--- config.mk ---
export PLATFORM = sky130hd
export DESIGN_NAME = fifo_wr_arb
export DESIGN_NICKNAME = d
export VERILOG_FILES = /design/src/rtl/fifo_wr_arb.sv
export SDC_FILE = /design/constraint.sdc
export NUM_CORES = 1
export LEC_CHECK = 0
export ABC_AREA = 0
export CELL_PAD_IN_SITES_DETAIL_PLACEMENT = 1
export CELL_PAD_IN_SITES_GLOBAL_PLACEMENT = 2
export CORE_UTILIZATION = 21
export DETAILED_ROUTE_END_ITERATION = 8
export GPL_ROUTABILITY_DRIVEN = 0
export HOLD_SLACK_MARGIN = 0.06
export PLACE_DENSITY = 0.86
export RECOVER_POWER = 100
export SETUP_SLACK_MARGIN = 0.4
export SYNTH_ARGS = -nofsm -noshare
export SYNTH_HDL_FRONTEND = slang
export SYNTH_SLANG_ARGS = --single-unit
--- constraint.sdc ---
create_clock -name clk -period 2.1 [get_ports clk]
set_input_delay 0.42 -clock clk [delete_from_list [all_inputs] [get_ports clk]]
set_output_delay 0.42 -clock clk [all_outputs]
set_load 0.02 [all_outputs]
--- src/rtl/fifo_wr_arb.sv ---
// Round-robin write arbiter sharing one FIFO write port between NUM_REQ producers.
// Optional burst-hold priority is built when FIFO_ARB_BURST_EN is defined.
module fifo_wr_arb #(
    parameter int NUM_REQ    = 4,
    parameter int FIFO_WIDTH = 16,
    parameter int MAX_BURST  = 4
) (
    input  logic                          clk,
    input  logic                          rst_n,
    input  logic [NUM_REQ-1:0]            req_valid,
    input  logic [NUM_REQ*FIFO_WIDTH-1:0] req_data,
    output logic [NUM_REQ-1:0]            req_ready,
    input  logic                          fifo_full,
    input  logic                          fifo_almostfull,
    input  logic                          fifo_overflow,
    output logic                          wr_en,
    output logic [FIFO_WIDTH-1:0]         data_in,
    output logic [$clog2(NUM_REQ)-1:0]    grant_id,
    output logic [7:0]                    ovf_count
);

    localparam int IDW = $clog2(NUM_REQ);

    if (NUM_REQ < 2 || NUM_REQ > 8 || MAX_BURST < 1) begin : g_param_check
        $error("fifo_wr_arb: NUM_REQ must be 2..8 and MAX_BURST >= 1");
    end

    logic [FIFO_WIDTH-1:0] data_arr [NUM_REQ];
    logic [IDW-1:0]        rr_ptr;
    logic [IDW-1:0]        winner;
    logic [IDW-1:0]        idx;
    logic [IDW-1:0]        ptr_inc;
    logic                  any_valid;
    logic                  can_accept;
    logic                  take;

    for (genvar g = 0; g < NUM_REQ; g++) begin : g_slice
        assign data_arr[g] = req_data[g*FIFO_WIDTH +: FIFO_WIDTH];
    end

    // A write already on the pins consumes the last free slot.
    assign can_accept = !fifo_full && !(fifo_almostfull && wr_en);

    always_comb begin
        winner    = '0;
        idx       = '0;
        any_valid = 1'b0;
        for (int unsigned i = 0; i < NUM_REQ; i++) begin
            idx = IDW'((32'(rr_ptr) + i) % NUM_REQ);
            if (!any_valid && req_valid[idx]) begin
                any_valid = 1'b1;
                winner    = idx;
            end
        end
    end

    assign take    = any_valid && can_accept;
    assign ptr_inc = (winner == IDW'(NUM_REQ - 1)) ? '0 : winner + IDW'(1);

    always_comb begin
        req_ready = '0;
        if (take && rst_n) begin
            req_ready[winner] = 1'b1;
        end
    end

`ifdef FIFO_ARB_BURST_EN
    localparam int CW = $clog2(MAX_BURST + 1);

    logic [CW-1:0]  burst_cnt;
    logic [CW-1:0]  burst_new;
    logic [IDW-1:0] ptr_adv;

    // Continuing a burst only when the pointer's owner wins again.
    assign burst_new = (winner == rr_ptr) ? burst_cnt + CW'(1) : CW'(1);
    assign ptr_adv   = (rr_ptr == IDW'(NUM_REQ - 1)) ? '0 : rr_ptr + IDW'(1);

    always_ff @(posedge clk or negedge rst_n) begin
        if (!rst_n) begin
            rr_ptr    <= '0;
            burst_cnt <= '0;
        end else if (take) begin
            if (burst_new >= CW'(MAX_BURST)) begin
                rr_ptr    <= ptr_inc;
                burst_cnt <= '0;
            end else begin
                rr_ptr    <= winner;
                burst_cnt <= burst_new;
            end
        end else if (can_accept && burst_cnt != '0) begin
            rr_ptr    <= ptr_adv;
            burst_cnt <= '0;
        end
    end
`else
    always_ff @(posedge clk or negedge rst_n) begin
        if (!rst_n) begin
            rr_ptr <= '0;
        end else if (take) begin
            rr_ptr <= ptr_inc;
        end
    end
`endif

    always_ff @(posedge clk or negedge rst_n) begin
        if (!rst_n) begin
            wr_en    <= 1'b0;
            data_in  <= '0;
            grant_id <= '0;
        end else begin
            wr_en <= take;
            if (take) begin
                data_in  <= data_arr[winner];
                grant_id <= winner;
            end
        end
    end

    always_ff @(posedge clk or negedge rst_n) begin
        if (!rst_n) begin
            ovf_count <= '0;
        end else if (fifo_overflow && ovf_count != 8'hFF) begin
            ovf_count <= ovf_count + 8'd1;
        end
    end

endmodule

==> run summary <==
=================================================================================
Drt initial violations                                                         31
Post-route clock period utilization                                          103%
Floorplan die width                                                       93.2 um
Cells after Synth                                                             154
Maximum clock rate                                                        464 MHz
Clock slew seen by the registers of the worst setup and hold paths        0.07 ns
RSZ-0062 raised after global routing                                         true
CTS Root Cell                                                        sky130_fd_sc_hd__clkbuf_8
Pins over their slew limit                                                      0
Number of instances in the placed design                                      368
Post-Syn Area                                                            1750 um2
Top-Level Pins                                                                104
Deepest clock path buffer count                                                 2
Number of remaining DRC errors                                                  0
TritonCTS sink count                                                           29
Reg2reg setup slack                                                       0.14 ns
HPWL after detailed placement                                             4490 um
Number of diodes                                                                0
Row count                                                                      32
Util after Layout                                                           43.0%
Final Hold Fails                                                                0
Pre-CTS setup slack                                                     -0.902 ns
Final worst clock skew                                                 0.00323 ns
Crit path arrival time                                                    1.74 ns
Vias in the first global route                                               1925
R2r startpoint                                                          rr_ptr[1]
Final worst hold slack                                                   0.477 ns
Via density per instance                                                     4.48
Mean post-synth cell area                                                11.3 um2
Yosys cell types                                                               31
Violated checks                                                      negative setup slack
Pwr per Cell Area                                                     1010 nW/um2
Path depth of the worst reg2reg path                                            8
Largest net degree at the start of global routing                              30
Type of the worst min-delay path                                       reg -> reg
Data required time of the worst path                                      1.68 ns
Initial cell density of the core                                            22.1%
Die Height                                                                93.2 um
Total wire length                                                         6460 um
Total nets after synthesis                                                    229
Count of nets left with antenna violations after detail routing                 0
Clock buffers created by TritonCTS                                              5
Critical path class                                                     in -> out
Endpoint of the worst register-to-register path                       data_in[15]
Initial antenna violation count                                                 0
Port Buf Inserts                                                              103
Area growth from synthesis to final layout                                  94.4%
YS warnings                                                                     0
Final critical delay including setup and external delays                  2.16 ns
Net count, final                                                              363
Overall routing resource usage                                              15.0%
Nature of the critical path startpoint                                  input pin
Top fanout value on the critical path                                           3
Number of synthesized register bits                                            29
Wire length of the first global-routing pass                              9940 um
Capture point of the worst path                                      req_ready[2]
Clock insertion delay at the later pin of the skew report                 0.28 ns
Full die area                                                            8680 um2
Worst setup EP type                                                    output pin
Internal portion of total power                                           2050 uW
Worst vdd rail ir drop                                                   0.592 mV
Sequential fraction of the synthesis area                                   41.6%
Proportion of power drawn by the clock network                              13.5%
Outcome                                                              finished, violations left
Depth of the CTS H-tree                                                         2
Flop pwr share                                                              27.9%
Final worst-path setup slack                                           -0.0565 ns
Number of detailed-route iterations in the first pass                           2
Least-Margin Pin Slew                                                    0.791 ns
Number of vias in the routed layout                                          1753
Wire per inst                                                             16.5 um
Share of post-route cells with drive strength above 1                       29.8%
Sum of internal, switching and leakage power                              3430 uW
Max-capacitance violation count                                                 0
Overflow left after global routing                                              0
Core outline area                                                        7890 um2
Relative slew slack                                                         47.3%
Sw Pwr                                                                    1380 uW
Number of setup violations in the final report                                  3
Post-route insts no fill                                                      391
TritonCTS clock tree                                                        built
Logic pwr share                                                             58.6%
Critical Path Source                                                 req_valid[2]
Leakage power                                                          0.00149 uW
Switching share of power                                                    40.2%
=================================================================================
-- synthesized netlist by cell type, drive strengths merged --
library cell / number / area [um2]
nand2b: 1 / 6.26
o41ai: 1 / 16.3
nor2: 4 / 15.0
nor3b: 1 / 7.51
xnor2: 3 / 26.3
buf: 7 / 93.8
nand2: 26 / 100
o21ai: 4 / 20.0
clkbuf: 2 / 7.51
ha: 2 / 25.0
a21oi: 1 / 5.00
xor2: 4 / 35.0
and2b: 1 / 7.51
o221ai: 17 / 218
nor2b: 3 / 18.8
o32ai: 1 / 16.3
and3: 2 / 12.5
nor3: 3 / 15.0
o21a: 1 / 7.51
a21boi: 1 / 7.51
dfrtp: 29 / 726
nand3: 3 / 15.0
mux2i: 32 / 320
nand4: 2 / 12.5
inv: 3 / 11.3
-- flip-flops by register name, summed over array words and instances (netlist names) --
signal	count
data_in	16
ovf_count	8
rr_ptr	2
wr_en	1
grant_id	2
-- worst min-delay path by stage --
stage                 from           to  slack, ns  depth (start not counted)
4_1_cts        grant_id[0]  grant_id[0]       0.49                          2
2_1_floorplan        rst_n   data_in[0]       0.12                          0
3_5_place_dp   grant_id[0]  grant_id[0]       0.47                          2
6_report       grant_id[0]  grant_id[0]       0.48                          2
3_3_place_gp   grant_id[0]  grant_id[0]       0.46                          2
5_1_grt        data_in[11]  data_in[11]       0.51                          2
-- cells by family (layout without fill, tap and decap cells) --
group | after synthesis | in the layout | share of synthesized area (%)
XOR/XNOR | 7 | 7 | 3.51
AO/OA/AOI/OAI | 26 | 26 | 16.6
multiplexers | 32 | 32 | 18.4
AND/OR/NAND/NOR | 46 | 46 | 12.0
buffers and inverters | 12 | 147 | 6.45
adder cells (fa/ha/maj) | 2 | 2 | 1.43
flip-flops | 29 | 29 | 41.6
-- area by class of cell --
class,count,area (um2)
clock buffers,5,68.8
clock inverters,3,17.5
fillers,863,4490
inverters,3,18.8
multi-input cells,113,1120
flip-flops and latches,29,727
well taps,102,128
repair buffers,136,1320
-- power by group through the flow --
| stage | clock [uW] | combinational (uW) | sequential (uW) |
|---|---|---|---|
| floorplan | 0 | 775 | 1190 |
| global placement | 0 | 1730 | 952 |
| detailed placement | 0 | 1770 | 955 |
| CTS | 483 | 2120 | 959 |
| global route | 509 | 2150 | 989 |
| finish | 464 | 2010 | 955 |
-- metrics by stage --
| stage | cell area, um2 | setup TNS (ns) |
|---|---|---|
| 2_1_floorplan | 1810 | 0 |
| 3_3_place_gp | 3040 | -9.19 |
| 3_5_place_dp | 3040 | -11.02 |
| 4_1_cts | 3410 | -0.191 |
| 5_1_grt | 3390 | -0.402 |
| 6_report | 3390 | -0.136 |
-- metal layers --
layer / share of wire (%) / GRT usage (%) / vias to the layer above
li1: - / - / 841
met1: 40 / 17.9 / 859
met2: 55 / 27.9 / 51
met3: 4.7 / 3.09 / 2
met4: 0.20 / 2.31 / 0
met5: 0 / 0 / -
-- placed cells by master (no fill, tap or decap), types with 4 or more instances in the layout --
cell | synthesis | layout
sky130_fd_sc_hd__o221ai_2 | 11 | 6
sky130_fd_sc_hd__mux2i_1 | 32 | 19
sky130_fd_sc_hd__buf_4 | 0 | 15
sky130_fd_sc_hd__dlygate4sd2_1 | 0 | 10
sky130_fd_sc_hd__mux2i_2 | 0 | 7
sky130_fd_sc_hd__dfrtp_1 | 29 | 28
sky130_fd_sc_hd__dlygate4sd3_1 | 0 | 6
sky130_fd_sc_hd__nand2_1 | 25 | 24
sky130_fd_sc_hd__buf_12 | 2 | 5
sky130_fd_sc_hd__buf_6 | 3 | 7
sky130_fd_sc_hd__xor2_1 | 4 | 4
sky130_fd_sc_hd__clkbuf_1 | 2 | 14
sky130_fd_sc_hd__clkbuf_2 | 0 | 4
sky130_fd_sc_hd__clkdlybuf4s50_1 | 0 | 65
sky130_fd_sc_hd__buf_16 | 0 | 4
sky130_fd_sc_hd__mux2i_4 | 0 | 6
sky130_fd_sc_hd__o221ai_1 | 6 | 10
sky130_fd_sc_hd__clkbuf_8 | 0 | 5
-- critical path, stage by stage --
cell	delay (ns)
sky130_fd_sc_hd__buf_4	0.13
sky130_fd_sc_hd__nor2b_4	0.12
sky130_fd_sc_hd__a21boi_4	0.14
sky130_fd_sc_hd__o32ai_4	0.30
sky130_fd_sc_hd__buf_12	0.17
sky130_fd_sc_hd__inv_8	0.04
sky130_fd_sc_hd__ha_4	0.14
sky130_fd_sc_hd__and3_4	0.14
sky130_fd_sc_hd__buf_6	0.12
-- what timing repair did --
item | CTS | global route
hold buffers | 0 | 0
cloned | 4 | 0
endpoints found under the setup margin | 34 | 35
endpoints found under the hold margin | 0 | 0
pin swaps | 10 | 9
resized for setup | 88 | 32
setup buffers | 6 | 5
(Power assumes the default switching activity.)
